## src/rtl/prog_clk_div.sv

```systemverilog
// Programmable clock divider: registered divided clock, per-period tick, and a
// glitch-free divisor update that only lands on a period boundary or an idle edge.
module prog_clk_div #(
    parameter int WIDTH     = 16,
    parameter int RESET_DIV = 2
) (
    input  logic             clk,
    input  logic             reset,
    input  logic             en,
    input  logic             sync_clr,
    input  logic [WIDTH-1:0] div_in,
    input  logic             div_load,
    output logic             clk_out,
    output logic             tick,
    output logic             div_ack,
    output logic             div_err,
    output logic             busy,
    output logic [WIDTH-1:0] cnt
);

    localparam logic [WIDTH-1:0] RESET_D = WIDTH'(RESET_DIV);
    localparam logic [WIDTH-1:0] ONE     = WIDTH'(1);
    localparam logic [WIDTH-1:0] TWO     = WIDTH'(2);

    logic [WIDTH-1:0] d_q, d_d;
    logic [WIDTH-1:0] p_q, p_d;
    logic             valid_q, valid_d;
    logic [WIDTH-1:0] cnt_q, cnt_d;
    logic             clk_out_q, clk_out_d;
    logic             tick_q, tick_d;
    logic             ack_q, ack_d;
    logic             err_q, err_d;

    logic wrap;
    logic rise;
    logic apply;

    // A divisor applied while idle can leave cnt above the new D-1; the >=
    // compare folds that back into a clean wrap at the next enabled edge.
    assign wrap  = (cnt_q >= (d_q - ONE));
    assign rise  = (cnt_q == ((d_q >> 1) - ONE));
    assign apply = valid_q && (sync_clr || !en || wrap);

    always_comb begin
        d_d       = d_q;
        p_d       = p_q;
        valid_d   = valid_q;
        cnt_d     = cnt_q;
        clk_out_d = clk_out_q;
        tick_d    = 1'b0;
        ack_d     = 1'b0;
        err_d     = 1'b0;

        if (sync_clr) begin
            cnt_d     = '0;
            clk_out_d = 1'b0;
        end else if (en) begin
            if (wrap) begin
                cnt_d     = '0;
                clk_out_d = 1'b0;
                tick_d    = 1'b1;
            end else begin
                cnt_d = cnt_q + ONE;
                if (rise) begin
                    clk_out_d = 1'b1;
                end
            end
        end

        if (apply) begin
            d_d     = p_q;
            valid_d = 1'b0;
            ack_d   = 1'b1;
        end

        // A load on the apply edge becomes the next pending value.
        if (div_load) begin
            if (div_in >= TWO) begin
                p_d     = div_in;
                valid_d = 1'b1;
            end else begin
                err_d = 1'b1;
            end
        end
    end

    always_ff @(posedge clk or posedge reset) begin
        if (reset) begin
            d_q       <= RESET_D;
            p_q       <= '0;
            valid_q   <= 1'b0;
            cnt_q     <= '0;
            clk_out_q <= 1'b0;
            tick_q    <= 1'b0;
            ack_q     <= 1'b0;
            err_q     <= 1'b0;
        end else begin
            d_q       <= d_d;
            p_q       <= p_d;
            valid_q   <= valid_d;
            cnt_q     <= cnt_d;
            clk_out_q <= clk_out_d;
            tick_q    <= tick_d;
            ack_q     <= ack_d;
            err_q     <= err_d;
        end
    end

    assign clk_out = clk_out_q;
    assign tick    = tick_q;
    assign div_ack = ack_q;
    assign div_err = err_q;
    assign busy    = valid_q;
    assign cnt     = cnt_q;

endmodule

```

## config.mk

```make
export PLATFORM = sky130hd
export DESIGN_NAME = prog_clk_div
export DESIGN_NICKNAME = d
export VERILOG_FILES = /design/src/rtl/prog_clk_div.sv
export SDC_FILE = /design/constraint.sdc
export NUM_CORES = 1
export LEC_CHECK = 0
export ABC_AREA = 0
export ABC_CLOCK_PERIOD_IN_PS = 5900
export CAP_MARGIN = 40
export CELL_PAD_IN_SITES_DETAIL_PLACEMENT = 0
export CELL_PAD_IN_SITES_GLOBAL_PLACEMENT = 1
export CORE_ASPECT_RATIO = 0.6
export CORE_MARGIN = 2
export CORE_UTILIZATION = 47
export CTS_CLUSTER_DIAMETER = 60
export CTS_CLUSTER_SIZE = 14
export DETAILED_ROUTE_END_ITERATION = 8
export MAX_ROUTING_LAYER = met4
export PLACE_DENSITY_LB_ADDON = 0.25
export SLEW_MARGIN = 20
export SYNTH_ARGS = -nofsm -noshare
export SYNTH_HDL_FRONTEND = slang
export SYNTH_SLANG_ARGS = --single-unit
```

## constraint.sdc

```tcl
create_clock -name clk -period 5.9 [get_ports clk]
set_input_delay 0.885 -clock clk [delete_from_list [all_inputs] [get_ports clk]]
set_output_delay 0.885 -clock clk [all_outputs]
set_load 0.01 [all_outputs]
```

==> impl_metrics.env <==
export IMPL_yosysTopAreaCell="dfrtp_1"
export IMPL_syn_to_final_growth_pct=17.9
export IMPL_grt_max_degree=54
export IMPL_fin_skew_ns=0.00782
export IMPL_startpoint_type="flip-flop"
export IMPL_setup_violations=0
export IMPL_core_area_um2=6820
export IMPL_hpwl_mm=5.72
export IMPL_ys_seq_area_frac=0.394
export IMPL_grt_overflow=0
export IMPL_avgRoutedWirePerCell_um=16.5
export IMPL_drt_pass1_iter_count=4
export IMPL_synth_common_cells="dfrtp_1, mux2_2, nand2_1"
export IMPL_syn_area_per_cell_um2=9.89
export IMPL_final_nets=414
export IMPL_synth_distinct_cells=45
export IMPL_synthCells=341
export IMPL_nFillCells=606
export IMPL_yosysTopAreaCellShare=0.386
export IMPL_die_w_um=113
export IMPL_max_cap_viol_count=0
export IMPL_cpMaxStageDelayCell="nand2_1"
export IMPL_synth_top_cells_by_area="dfrtp_1, mux2_2, ha_1, xnor2_1, nand2_1"
export IMPL_netlist_area_um2=3370
export IMPL_holdBufCountCts=0
export IMPL_synth_async_sr_flop_share=1.00
export IMPL_pre_cts_slack_ns=1.72
export IMPL_ctsResizeCount=0
export IMPL_rsz0062_at_grt="no"
export IMPL_route_vias_total=2640
export IMPL_required_ns=6.08
export IMPL_rr_worst_depth=15
export IMPL_grt_first_pass_wirelength_mm=12.9
export IMPL_synth_most_common_cell="dfrtp_1"
export IMPL_powerDensity_nw_per_um2=243
export IMPL_numCtsBuffers=5
export IMPL_path_clk_slew_ns=0.07
export IMPL_final_min_clock_period_ns=4.21
export IMPL_ant_nets=0
export IMPL_vdd_ir_drop_max_v=0.000192
export IMPL_viasPerCell=5.73
export IMPL_crit_fanout=31
export IMPL_clkLatencyLatePin_ns=0.29
export IMPL_grt_use_total=0.210
export IMPL_dieArea_um2=7890
export IMPL_cts_tree="yes"
export IMPL_synth_edf_count=0
export IMPL_setup_slack_ns=1.69
export IMPL_post_cts_buffers=0
export IMPL_num_antenna_cells=0
export IMPL_place_gp_congestion=0.868
export IMPL_slowest_delay_ns=0.56
export IMPL_synth_fp_nets=382
export IMPL_slew_headroom=0.465
export IMPL_tightest_slew_ns=0.802
export IMPL_drtIter0Drc=145
export IMPL_clkSinkCount=53
export IMPL_ioPinCount=42
export IMPL_ys_ff_latch=53
export IMPL_report_final_slew_viol_count=0
export IMPL_std_cell_rows=23
export IMPL_port_buffers=41
export IMPL_grt_pass1_vias=2526
export IMPL_status="finished, final reports clean"
export IMPL_drive_gt1_frac=0.142
export IMPL_leakagePower_uw=0.00168
export IMPL_drt_total_wl_mm=7.61
export IMPL_synthFlopType="dfrtp_1"
export IMPL_clockBufferDepth=2
export IMPL_hold_viol=0
export IMPL_initial_core_util=0.495
export IMPL_worstSetupPathType="reg -> reg"
export IMPL_crit_chain="inv_1 > ha_1 > or3b_4 > nor3_2 > nand2_1 > nor3b_1 > xnor2_1 > ha_1 > a21oi_1 > o21ai_0 > a21oi_1 > o2111ai_2 > buf_4 > nand2_1 > mux2_2"
export IMPL_post_route_period_util=0.714
export IMPL_fmax_mhz=237
export IMPL_grt_antenna_before_repair=0
export IMPL_die_h_um=69.6
export IMPL_tns_ns=0
export IMPL_cts_root_buffer="clkbuf_16"
export IMPL_worstHoldPathCells=1
export IMPL_yosysWarnings=0
export IMPL_htreeDepth=2
export IMPL_cp_arrival_ns=4.39
export IMPL_min_path_type="reg -> reg"
export IMPL_drc=0
export IMPL_end_kind="flip-flop"
critical path, delay by kind of cell, from the launching register on:
| kind | cells | cell delay (ns) |
|---|---|---|
| simple gates | 5 | 1.65 |
| fa+ha+maj | 2 | 0.54 |
| compound gates | 4 | 0.54 |
| flops | 1 | 0.44 |
| mux | 1 | 0.41 |
| buf+inv | 2 | 0.35 |
| xor+xnor | 1 | 0.16 |
layer usage:
metal | wire [µm] | vias up | GRT usage
met1 | 3980 | 1284 | 0.319
met3 | 397 | 5 | 0.0524
met2 | 3200 | 62 | 0.288
met4 | 39 | 0 | 0.0298
met5 | 0 | - | -
li1 | - | 1289 | -
worst paths after layout:
check                           endpoint  slack [ns]     from
worst max-delay path              d_q[0]        1.69   d_q[2]
max in group asynchronous         p_q[8]        4.35    reset
worst max register to register    d_q[0]        1.69   d_q[2]
worst min-delay path             d_q[15]        0.51  p_q[15]
worst min register to register   d_q[15]        0.51  p_q[15]
min in group asynchronous        d_q[14]        1.08    reset
power by group:
group	leakage [µW]	internal (µW)	switching (µW)
sequential	0.000661	398	56.2
clock	0.0000631	158	134
combinational	0.000952	112	108
per-stage QoR:
stage	hold slack, ns	instance area (µm²)	power (µW)	instances	util
finish	0.505	3980	966	461	0.583
global route	0.532	3980	1030	461	0.583
CTS	0.509	3980	975	461	0.583
detailed placement	0.493	3830	680	453	0.562
global placement	0.492	3830	672	453	0.562
floorplan	0.477	3370	619	341	-
cell usage in the layout (no fill, tap or decap), types with 3 or more instances in the layout:
master and n:
clkdlybuf4s50_1 41, and3_1 4, nor4_1 10, inv_1 8, a21oi_1 12, nand3_1 8, dfrtp_1 52, nor2_1 21
mux2_2 32, xnor2_1 22, ha_1 20, nor2b_1 4, nand4_1 5, xor2_1 12, nand2_1 31, a21o_1 11
clkbuf_16 5, nor3b_1 8, nor3_1 11, o21ai_0 18, o22a_1 3
cell families after synthesis:
kind of cell | share of synthesized area
AND/OR/NAND/NOR | 0.186
AO/OA/AOI/OAI | 0.111
flip-flops | 0.394
XOR/XNOR | 0.0883
multiplexers | 0.113
buffers and inverters | 0.0341
adder cells (fa/ha/maj) | 0.0742
flip-flops by register name, summed over array words and instances, names as in the netlist:
| name | cells |
|---|---|
| div_ack | 1 |
| div_err | 1 |
| p_q | 16 |
| tick | 1 |
| busy | 1 |
| cnt | 16 |
| d_q | 16 |
| clk_out | 1 |
layout make-up:
type | count | area (µm²) | share of cell area
sequential | 53 | 1330 | 0.334
multi-input combinational | 261 | 1940 | 0.487
inverter | 9 | 33.8 | 0.00850
clock buffer | 6 | 129 | 0.0324
timing repair buffer | 43 | 425 | 0.107
clock inverter | 2 | 15.0 | 0.00378
tap | 87 | 109 | 0.0274
(Power assumes the default switching activity.)
